===== src/rtl/hd44780_byte_sender.sv =====
// Splits one HD44780 command/data byte into two nybble transfers and then holds off for the LCD execution time.
// Optional HD44780_SINGLE_NYB_EN adds i_single to send only the high nybble (4-bit init sequence).
module hd44780_byte_sender #(
    parameter int CLK_HZ     = 12000000,
    parameter int SHORT_WAIT = CLK_HZ / 25000,
    parameter int LONG_WAIT  = (CLK_HZ / 100000) * 152
) (
    input  logic       CLK_I,
    input  logic       RST_I,
    input  logic       STB_I,
    input  logic       i_rs,
    input  logic [7:0] i_byte,
`ifdef HD44780_SINGLE_NYB_EN
    input  logic       i_single,
`endif
    output logic       o_busy,
    output logic       o_nyb_stb,
    output logic       o_nyb_rs,
    output logic [3:0] o_nyb_data,
    input  logic       i_nyb_busy
);

    localparam int CW = $clog2(LONG_WAIT + 1);
    localparam logic [CW-1:0] SHORT_LOAD = CW'(SHORT_WAIT - 1);
    localparam logic [CW-1:0] LONG_LOAD  = CW'(LONG_WAIT - 1);

    typedef enum logic [2:0] {
        IDLE,
        HI_STB,
        HI_WAIT,
        LO_STB,
        LO_WAIT,
        EXEC
    } state_t;

    state_t        state;
    logic [7:0]    byte_r;
    logic          rs_r;
    logic          stb_q;
    logic          seen_busy;
    logic [CW-1:0] count;
    logic          use_long;
`ifdef HD44780_SINGLE_NYB_EN
    logic          single_r;
`endif

    // Clear and return-home need the long execution time.
    always_comb begin
        use_long = 1'b0;
        if (!rs_r && (byte_r == 8'h01 || byte_r == 8'h02 || byte_r == 8'h03))
            use_long = 1'b1;
    end

    always_ff @(posedge CLK_I or negedge RST_I) begin
        if (!RST_I) begin
            state      <= IDLE;
            byte_r     <= '0;
            rs_r       <= 1'b0;
            stb_q      <= 1'b0;
            seen_busy  <= 1'b0;
            count      <= '0;
            o_busy     <= 1'b0;
            o_nyb_stb  <= 1'b0;
            o_nyb_rs   <= 1'b0;
            o_nyb_data <= '0;
`ifdef HD44780_SINGLE_NYB_EN
            single_r   <= 1'b0;
`endif
        end else begin
            stb_q     <= STB_I;
            o_nyb_stb <= 1'b0;
            case (state)
                IDLE: begin
                    if (STB_I && !stb_q) begin
                        byte_r     <= i_byte;
                        rs_r       <= i_rs;
`ifdef HD44780_SINGLE_NYB_EN
                        single_r   <= i_single;
`endif
                        o_busy     <= 1'b1;
                        o_nyb_stb  <= 1'b1;
                        o_nyb_rs   <= i_rs;
                        o_nyb_data <= i_byte[7:4];
                        state      <= HI_STB;
                    end
                end
                HI_STB: begin
                    seen_busy <= 1'b0;
                    state     <= HI_WAIT;
                end
                HI_WAIT: begin
                    if (i_nyb_busy) begin
                        seen_busy <= 1'b1;
                    end else if (seen_busy) begin
`ifdef HD44780_SINGLE_NYB_EN
                        if (single_r) begin
                            count <= SHORT_LOAD;
                            state <= EXEC;
                        end else
`endif
                        begin
                            o_nyb_stb  <= 1'b1;
                            o_nyb_data <= byte_r[3:0];
                            state      <= LO_STB;
                        end
                    end
                end
                LO_STB: begin
                    seen_busy <= 1'b0;
                    state     <= LO_WAIT;
                end
                LO_WAIT: begin
                    if (i_nyb_busy) begin
                        seen_busy <= 1'b1;
                    end else if (seen_busy) begin
                        count <= use_long ? LONG_LOAD : SHORT_LOAD;
                        state <= EXEC;
                    end
                end
                EXEC: begin
                    // Loaded with wait-1 and exits on reading 0, so EXEC spans exactly wait cycles.
                    if (count == '0) begin
                        o_busy <= 1'b0;
                        state  <= IDLE;
                    end else begin
                        count <= count - 1'b1;
                    end
                end
                default: state <= IDLE;
            endcase
        end
    end

endmodule


===== config.mk =====
export PLATFORM = sky130hd
export DESIGN_NAME = hd44780_byte_sender
export DESIGN_NICKNAME = d
export VERILOG_FILES = /design/src/rtl/hd44780_byte_sender.sv
export SDC_FILE = /design/constraint.sdc
export NUM_CORES = 1
export LEC_CHECK = 0
export CORE_ASPECT_RATIO = 1.2
export CORE_MARGIN = 2
export CORE_UTILIZATION = 60
export CTS_CLUSTER_SIZE = 10
export DETAILED_ROUTE_END_ITERATION = 16
export GPL_ROUTABILITY_DRIVEN = 1
export PLACE_DENSITY = 0.87
export SETUP_SLACK_MARGIN = 0.3
export SLEW_MARGIN = 20
export SYNTH_ARGS = -nofsm -noshare
export SYNTH_HDL_FRONTEND = slang
export SYNTH_SLANG_ARGS = --single-unit

===== constraint.sdc =====
create_clock -name CLK_I -period 4.9 [get_ports CLK_I]
set_clock_uncertainty 0.2 [all_clocks]
set_input_delay 1.225 -clock CLK_I [delete_from_list [all_inputs] [get_ports CLK_I]]
set_output_delay 1.225 -clock CLK_I [all_outputs]
set_load 0.01 [all_outputs]

### Word-level counts from Yosys, hierarchy flattened

Index checks and enable logic that the tools add are counted.

* bits of input ports: 13
* logic and storage cells: 72
* flip-flop bits (word level): 35

* reduce and logical (&&, ||, !) cells: 20
* add/sub/neg operators: 1
* eq/ne operators: 16
* mux-type cells: 26

Operators by type and width (count)
* two-way mux 15 bit: 4
* case mux 15 bit (2 select lines): 1
* two-way mux 3 bit: 6
* case mux 3 bit (6 select lines): 1
* equality test 8 x 2 -> 1 bit (second input constant): 2
* logical NOT 15 bit: 1
* subtractor 15 x 1 -> 15 bit (second input constant): 1
* inequality test 2 bit (second input constant): 7
* two-way mux 4 bit: 3
* equality test 8 x 1 -> 1 bit (second input constant): 1
* case mux 4 bit (2 select lines): 1
* AND reduction 4 bit: 2
* nonzero test 2 bit: 4
* two-way mux 1 bit: 7
* equality test 3 x 2 -> 1 bit (second input constant): 2
* equality test 3 bit (second input constant): 2
* case mux 1 bit (2 select lines): 3
* AND reduction 6 bit: 1
* AND reduction 2 bit: 2
* OR reduction 2 bit: 2
* equality test 3 x 1 -> 1 bit (second input constant): 1
* logical NOT 3 bit: 1
* AND reduction 3 bit: 1
* logical AND 1 bit: 2
* 3 further kinds: 5

### Longest topological paths before layout

Gate-level depths: netlist (run 1).

* depth after elaboration: 9
* mapped depth: 7
* depth with buffers taken out: 6

### Worst setup path before layout (run 1)

No wires, ideal clock.

* path type: input to register
* from: in i_nyb_busy
* to: reg count[5]
* path buffers: 1
* stages on the path: 5
* setup time: 0.094 ns
* path slack: 2.432 ns
* data arrival time: 2.174 ns
* path through: nor2b_1 and3_1 clkbuf_1 a211oi_1 a211oi_1

* cells in the longest elaborated chain, start to end: 2

Ends and longest elaborated chain
* start, declared: line 20 `input logic i_nyb_busy`
* inequality test 2 bit (no source line)
* AND reduction 4 bit (no source line)
* end signal, assigned: line 116 `count <= use_long ? LONG_LOAD : SHORT_LOAD;`
* end signal, assigned: line 126 `count <= count - 1'b1;`
* end, declared: line 41 `logic [CW-1:0] count;`

No other way between the ends.
A chain may end at the register's enable or synchronous reset.

### Worst setup path in the final report (run 1)

* from: in i_nyb_busy
* to: reg count[7]

The elaborated chain is that of the path after synthesis.

==> key figures, run 1 <==
Final layout
  – Net count reported at finish: 203
  – Post-route core utilization: a little over two thirds
  – Filler cell count in the final layout: 227
  – Fraction of final layout cells with drive strength greater than 1: a little over a fifth
  – Antenna diode count: 0
  – Area Overhead vs Synth: 15.0%

GRT
  – First-pass GRT wire length: around 6.3 mm
  – Global router's overall resource usage: roughly 25%
  – Overflow left after global routing: 0
  – Pin count of the biggest net entering global routing: 36
  – Number of antenna violations at the first check in global routing: 0
  – Number of global-route vias before repair: about 1,400

Worst hold path
  – Hold WC Path Type: flop to flop
  – Hold path start: byte_r[5]$_DFFE_PN0P_
  – Hold depth: 1
  – Endpoint of the worst hold path: byte_r[5]$_DFFE_PN0P_

Route
  – Final wirelength: 3.82 mm
  – DRC violations left: 0
  – DR iter-0 viols: between 50 and 60
  – Number of nets with antenna violations after detailed routing: 0
  – Number of vias after detailed routing: 1,477
  – Pre-antenna DRT Iters: 7
  – Detail-routed net length per standard cell: 17.0 µm
  – Via-to-Cell Ratio: 6.56

STA
  – Worst max-slew margin expressed relative to the limit: between 50% and 60%
  – Number of endpoints failing setup at the final stage: 0
  – Final count of hold timing violations: 0
  – Worst Tran Pin Value: 663 ps
  – PnR worst setup slack: about 2100 ps
  – Final max-slew violation count: 0
  – Achievable frequency: between 300 and 400 MHz
  – Period utilisation layout: 57.3%
  – Minimum period implied by the final worst setup slack: roughly 2800 ps
  – Unrepaired setup endpoints after global routing: false
  – Tightest hold margin: 321 ps
  – Final setup TNS: 0 ps

Clocking
  – Root buffer cell: clkbuf_4
  – Post-CTS setup buffer count: 0
  – Total clock buffers created by CTS: 5
  – Clock Pin Slew Worst Setup and Hold Paths: ~90 ps
  – Largest buffer count on any clock path: 2
  – Deepest level of the CTS H-tree: 2
  – TritonCTS clock tree: done
  – Clk sinks: 35
  – PostCTS Resize Cnt: 0
  – Clock latency on the worst-skew pair: between 300 and 400 ps
  – Number of hold buffers added after CTS: 0

Pwr
  – Total power consumption of the routed design: 1.17 mW
  – Leak Pwr: just under 0.9 nW
  – Maximum resistive drop on vdd: about 0.37 mV
  – PwrDens: 551 mW/mm²

Yosys
  – Library cells used by synthesis: 46
  – Synthesized flop and latch total: 35
  – Syn Area/Cell: around 11 µm²
  – Async set or reset register ratio after synthesis: between 90% and 100%
  – Post-synthesis instance area: between 0.0015 and 0.002 mm²
  – Primary flip-flop cell chosen by synthesis mapping: dfrtp_1
  – Fraction of the yosys area taken by sequential cells: between 40% and 50%
  – Syn. warnings: 0
  – Synthesized netlist cell count: 169
  – Synthesized net count: between 150 and 200
  – Number of flops mapped to enable cells by yosys: 0

Die
  – Die Span Y: around 65 µm
  – Area of the die: ~0.0035 mm²
  – Core ar.: approximately 0.003 mm²
  – Number of top-level pins: 20
  – X dimension of the die: approximately 55 µm
  – Initial core utilization: about three fifths
  – Core Rows: 22

Setup path
  – Worst r2r src: state[0]$_DFFE_PN0P_
  – Kind of end point of the critical path: flop
  – WP data required: just under 5000 ps
  – Setup slack, reg-to-reg: between 2000 and 3000 ps
  – Largest driver fanout on the critical path: 12
  – Worst R2R End: count[10]$_DFFE_PN0P_
  – Critical setup path kind: input pin to flop
  – Worst Reg-to-Reg Cells: 4
  – Setup crit start kind: input pin
  – Crit path arrival time: between 2000 and 3000 ps

Flow run
  – Max-cap check violation count: 0

Placement
  – Half-perimeter wire length of the detailed placement result: 2.83 mm
  – Input/output buffers: 19
  – Final weighted congestion in routability-driven placement: between 0.8 and 0.9
  – Worst setup slack after placement: between 1500 and 2000 ps

Status
  – Run status: finished clean
placed cells by master (no fill, tap or decap), types with 3 or more instances in the layout:
cell type,n
clkbuf_4,5
nand2b_1,3
a211oi_1,8
nor4_2,3
a21oi_1,9
nand4_1,3
clkdlybuf4s50_1,19
dfrtp_1,35
nor3_1,3
a31o_2,3
nand2_1,4
mux2i_1,5
nand3_1,5
nor2b_1,4
or4_1,3
nor2_1,13
mux2_2,17
o21ai_0,3
inv_1,5
Yosys cell counts, types with 2 or more instances:
cell type	n	area share (%)
nand2_1	4	0.81
o221ai_1	2	0.95
nor4_2	2	1.4
inv_1	5	1.0
nand4_1	3	1.0
buf_2	5	1.4
clkbuf_1	2	0.41
a211oi_1	8	3.3
a41oi_1	2	0.95
and3_1	2	0.68
dfrtp_1	35	48
nand3_1	5	1.4
a31o_2	3	1.4
and3b_1	2	0.95
mux2i_1	5	2.7
nor3_1	3	0.81
mux2_2	17	10
or4_1	3	1.2
o21ai_0	3	0.81
nor2_1	13	2.6
or2_2	2	0.68
a21oi_1	9	2.4
nor2b_1	4	1.4
o31ai_1	2	0.81
nor4_1	3	1.0
a21o_1	2	0.81
nand2b_1	3	1.0
a31oi_1	2	0.68
metrics by stage:
stage | cell area, µm² | std cells
floorplan | 1840 | 169
global placement | 2060 | 218
detailed placement | 2060 | 218
CTS | 2120 | 225
global route | 2120 | 225
finish | 2120 | 225
flip-flops by register name (all words and copies together), names as in the netlist:
register,flops
rs_r,1
o_nyb_stb,1
stb_q,1
seen_busy,1
byte_r,8
state,3
o_nyb_data,4
o_busy,1
count,15
cell type report:
type                    count  area (µm²)  area share [%]
clock inverters             1        5.00           0.236
inverters                   5        18.8           0.885
multi-input cells         121         918            43.3
clock buffers               6        51.3            2.42
well taps                  36        45.0            2.13
flip-flops and latches     35         876            41.3
repair buffers             21         205            9.68
how the worst max path moves through the flow:
stage,depth (start not counted),end,start
after floorplan,5,count[5]$_DFFE_PN0P_,i_nyb_busy
after global placement,6,o_nyb_data[2]$_DFFE_PN0P_,STB_I
after detailed placement,6,o_nyb_data[0]$_DFFE_PN0P_,STB_I
after CTS,6,o_nyb_data[0]$_DFFE_PN0P_,STB_I
after global routing,5,count[6]$_DFFE_PN0P_,i_nyb_busy
final,5,count[7]$_DFFE_PN0P_,i_nyb_busy
layer usage:
metal	GRT usage (%)	vias to the layer above	part of all wire, %
met1	30.8	732	40
li1	-	686	-
met5	0	-	0
met2	39.7	55	54
met3	6.91	4	5.4
met4	10.0	0	1.2
critical path, stage by stage:
cell,delay [ps]
clkdlybuf4s50_1,460
nor2b_1,260
and3_1,490
a21oi_1,150
o221ai_1,250
where the power goes:
part / total [mW] / switching (mW) / internal, mW
Combinational: 0.449 / 0.203 / 0.246
Clock: 0.155 / 0.0889 / 0.0665
Sequential: 0.563 / 0.143 / 0.420
Total: 1.17 / 0.434 / 0.733
cells by family (layout without fill, tap and decap cells):
| logic type | count (synthesis) | after routing | synth area share [%] |
|---|---|---|---|
| buffers and inverters | 13 | 33 | 2.99 |
| AO/OA/AOI/OAI | 39 | 39 | 15.1 |
| AND/OR/NAND/NOR | 58 | 58 | 20.1 |
| flip-flops | 35 | 35 | 47.5 |
| multiplexers | 22 | 22 | 13.1 |
| XOR/XNOR | 1 | 1 | 0.475 |
| adder cells (fa/ha/maj) | 1 | 1 | 0.679 |
(Power assumes the default switching activity.)
==> inputs of run 2 (changes only) <==
--- a/config.mk
+++ b/config.mk
@@ -7,11 +7,11 @@
 export LEC_CHECK = 0
 export CORE_ASPECT_RATIO = 1.2
 export CORE_MARGIN = 2
-export CORE_UTILIZATION = 60
+export CORE_UTILIZATION = 55
 export CTS_CLUSTER_SIZE = 10
 export DETAILED_ROUTE_END_ITERATION = 16
 export GPL_ROUTABILITY_DRIVEN = 1
-export PLACE_DENSITY = 0.87
+export PLACE_DENSITY = 0.81
 export SETUP_SLACK_MARGIN = 0.3
 export SLEW_MARGIN = 20
 export SYNTH_ARGS = -nofsm -noshare
==> constraint.sdc (replaced) <==
create_clock -name CLK_I -period 2.6 [get_ports CLK_I]
set_clock_uncertainty 0.2 [all_clocks]
set_input_delay 0.65 -clock CLK_I [delete_from_list [all_inputs] [get_ports CLK_I]]
set_output_delay 0.65 -clock CLK_I [all_outputs]
set_load 0.01 [all_outputs]
==> run 2 against run 1 <==
Wire length is 6.3% higher. Sequential share of layout area fell by 2.6 points. Die area is 8.5% higher. First-iteration DRC count up 7.0%. Cell count grew 3.1%. Global-route usage shrank 0.86 points. Count of clock-buffer cells in the layout is 1 lower. Hold slack got worse by 4.7 ps. Design area increased by 6.7%. Critical path depth fell by 1. Critical endpoint is now count[13]$_DFFE_PN0P_. Highest routed layer unchanged.
==> key figures, run 2 (synthesized netlist as in run 1, its figures left out) <==
Status
  – Run status: finished clean (unchanged)

GRT
  – Overflow left after global routing: 0 (unchanged)
  – GR met1 Demand/Resource: 27.8% (was 30.8%)
  – GRT Max-Usage Layer: met2 (unchanged)
  – Number of global-route vias before repair: 1,465 (was 1,425)
  – Grt met3 use: 6.13% (was 6.91%)
  – Fraction of met2 tracks used by global routing: 41.7% (was 39.7%)
  – Global router's overall resource usage: 24.0% (was 24.8%)
  – Pin count of the biggest net entering global routing: 36 (unchanged)
  – Number of antenna violations at the first check in global routing: 0 (unchanged)
  – First-pass GRT wire length: 6.85 mm (was 6.35 mm)

Worst hold path
  – Hold WC Path Type: flop to flop (unchanged)
  – Endpoint of the worst hold path: byte_r[7]$_DFFE_PN0P_ (was byte_r[5]$_DFFE_PN0P_)
  – Hold depth: 1 (unchanged)
  – Hold path start: byte_r[7]$_DFFE_PN0P_ (was byte_r[5]$_DFFE_PN0P_)

Placement
  – Final weighted congestion in routability-driven placement: 0.844 (was 0.818)
  – Half-perimeter wire length of the detailed placement result: 2.86 mm (was 2.83 mm)
  – Input/output buffers: 19 (unchanged)

Clocking
  – Clock Pin Slew Worst Setup and Hold Paths: 70 ps (was 90 ps)
  – Clock latency on the worst-skew pair: 290 ps (was 330 ps)
  – Total clock buffers created by CTS: 5 (unchanged)
  – TritonCTS clock tree: done (unchanged)
  – Clk sinks: 35 (unchanged)
  – Largest buffer count on any clock path: 2 (unchanged)
  – Deepest level of the CTS H-tree: 2 (unchanged)
  – Root buffer cell: clkbuf_8 (was clkbuf_4)
  – Number of hold buffers added after CTS: 0 (unchanged)

Route
  – DR iter-0 viols: 61 (was 57)
  – Final wirelength: 4.07 mm (was 3.82 mm)
  – Via-to-Cell Ratio: 6.40 (was 6.56)
  – Number of vias after detailed routing: 1,485 (was 1,477)
  – Detail-routed net length per standard cell: 17.5 µm (was 17.0 µm)
  – Number of nets with antenna violations after detailed routing: 0 (unchanged)
  – DRC violations left: 0 (unchanged)
  – Pre-antenna DRT Iters: 4 (was 7)

Setup path
  – Worst Reg-to-Reg Cells: 4 (unchanged)
  – Worst r2r src: count[9]$_DFFE_PN0P_ (was state[0]$_DFFE_PN0P_)
  – Worst R2R End: count[13]$_DFFE_PN0P_ (was count[10]$_DFFE_PN0P_)
  – Kind of end point of the critical path: flop (unchanged)
  – Setup slack, reg-to-reg: 490 ps (was 2600 ps)
  – Critical setup path kind: flop to flop (was input pin to flop)
  – Largest driver fanout on the critical path: 4 (was 12)
  – WP data required: 2620 ps (was 4930 ps)
  – Crit path arrival time: 2130 ps (was 2840 ps)
  – Setup crit start kind: flop (was input pin)

Flow run
  – Max-cap check violation count: 0 (unchanged)

STA
  – Final count of hold timing violations: 0 (unchanged)
  – Worst Tran Pin Value: 682 ps (was 663 ps)
  – Worst max-slew margin expressed relative to the limit: 54.3% (was 55.8%)
  – Final setup TNS: 0 ps (unchanged)
  – Minimum period implied by the final worst setup slack: 2110 ps
  – Period utilisation layout: between 80% and 90%
  – Unrepaired setup endpoints after global routing: false (unchanged)
  – Achievable frequency: about 470 MHz
  – Final max-slew violation count: 0 (unchanged)
  – Number of endpoints failing setup at the final stage: 0 (unchanged)

Final layout
  – Net count reported at finish: 208 (was 203)
  – Antenna diode count: 0 (unchanged)
  – Largest registers: count (15), byte_r (8), o_nyb_data (4) (unchanged)
  – Commonest cells after routing, fill and taps aside: 35 x dfrtp_1, 19 x clkdlybuf4s50_1, 17 x mux2_2, 13 x nor2_1 (was 35 x dfrtp_1, 19 x clkdlybuf4s50_1, 17 x mux2_2, 13 x nor2_1, 9 x a21oi_1)
  – Register with the most flip-flops: count (unchanged)
  – Number of flip-flops under the largest register name: 15 (unchanged)
  – Leading cell type in the layout, fill and taps excluded: dfrtp_1 (unchanged)
  – Area Overhead vs Synth: 22.7% (was 15.0%)
  – Fraction of final layout cells with drive strength greater than 1: 25.6% (was 21.2%)

Pwr
  – Share of power burned in combinational logic: 34.5% (was 38.5%)
  – Internal power consumption: 1.65 mW (was 0.733 mW)
  – PwrDens: 1120 mW/mm² (was 551 mW/mm²)
  – Switching power share of the total: 34.7% (was 37.2%)
  – Share of power burned in the clock network: 23.2% (was 13.3%)
  – Leak Pwr: 0.949 nW (was 0.886 nW)
  – Maximum resistive drop on vdd: 0.791 mV (was 0.369 mV)
  – Total power consumption of the routed design: 2.53 mW (was 1.17 mW)
  – Relative contribution of sequential cells to total power: 42.3% (was 48.2%)
  – Net Switching: 0.878 mW (was 0.434 mW)

Die
  – Die Span Y: 67.4 µm (was 64.7 µm)
  – X dimension of the die: 56.8 µm (was 54.6 µm)
  – Core Rows: 23 (was 22)
  – Core ar.: 0.00328 mm² (was 0.00300 mm²)
  – Number of top-level pins: 20 (unchanged)
  – Initial core utilization: 56.2% (was 61.4%)
  – Area of the die: 0.00383 mm² (was 0.00353 mm²)
[run 2: cell type report]
cell class | count | area, µm²
flip-flops and latches | 35 | 876
clock buffers | 5 | 68.8
inverters | 5 | 18.8
well taps | 37 | 46.3
repair buffers | 26 | 243
fillers | 265 | 1020
multi-input cells | 121 | 942
clock inverters | 3 | 67.6
[run 2: routing by layer]
| metal | vias up | wire [µm] |
|---|---|---|
| li1 | 694 | - |
| met1 | 741 | 1600 |
| met2 | 42 | 2170 |
| met3 | 8 | 202 |
| met4 | 0 | 89 |
| met5 | - | 0 |
[run 2: metrics by stage]
stage | setup slack [ps] | util [%] | area (µm²) | hold WS, ps | instances
6_report | 486 | 69.0 | 2260 | 316 | 232
5_1_grt | 339 | 69.0 | 2260 | 333 | 232
4_1_cts | 380 | 68.0 | 2230 | 317 | 230
3_5_place_dp | 214 | 63.6 | 2090 | 297 | 222
3_3_place_gp | 286 | 63.6 | 2090 | 294 | 222
2_1_floorplan | 668 | - | 1840 | 154 | 169
[run 2: power by group through the flow]
stage / registers [mW] / logic (mW) / clock network (mW)
finish: 1.07 / 0.873 / 0.587
global route: 1.12 / 0.968 / 0.621
CTS: 1.07 / 0.871 / 0.597
detailed placement: 1.07 / 0.862 / 0
global placement: 1.05 / 0.812 / 0
floorplan: 0.982 / 0.646 / 0
[run 2: critical path, cell delays in order (launching register included)]
cell and delay, ps:
dfrtp_1 430, nor4_2 520, nand4_1 250, or4_1 450, a21oi_1 180
[run 2: worst max-delay path by stage]
stage	startpoint	endpoint	slack (ps)	cells after the start
after global routing	count[9]$_DFFE_PN0P_	count[13]$_DFFE_PN0P_	340	4
after detailed placement	i_nyb_busy	count[6]$_DFFE_PN0P_	210	6
final	count[9]$_DFFE_PN0P_	count[13]$_DFFE_PN0P_	490	4
after floorplan	count[0]$_DFFE_PN0P_	count[6]$_DFFE_PN0P_	670	7
after CTS	count[0]$_DFFE_PN0P_	count[9]$_DFFE_PN0P_	380	6
after global placement	i_nyb_busy	count[7]$_DFFE_PN0P_	290	6
[run 2: what timing repair did]
item	CTS	global route
resized for setup	1	4
pin swaps	0	1
setup endpoints to repair	1	8
buffers inserted	0	2
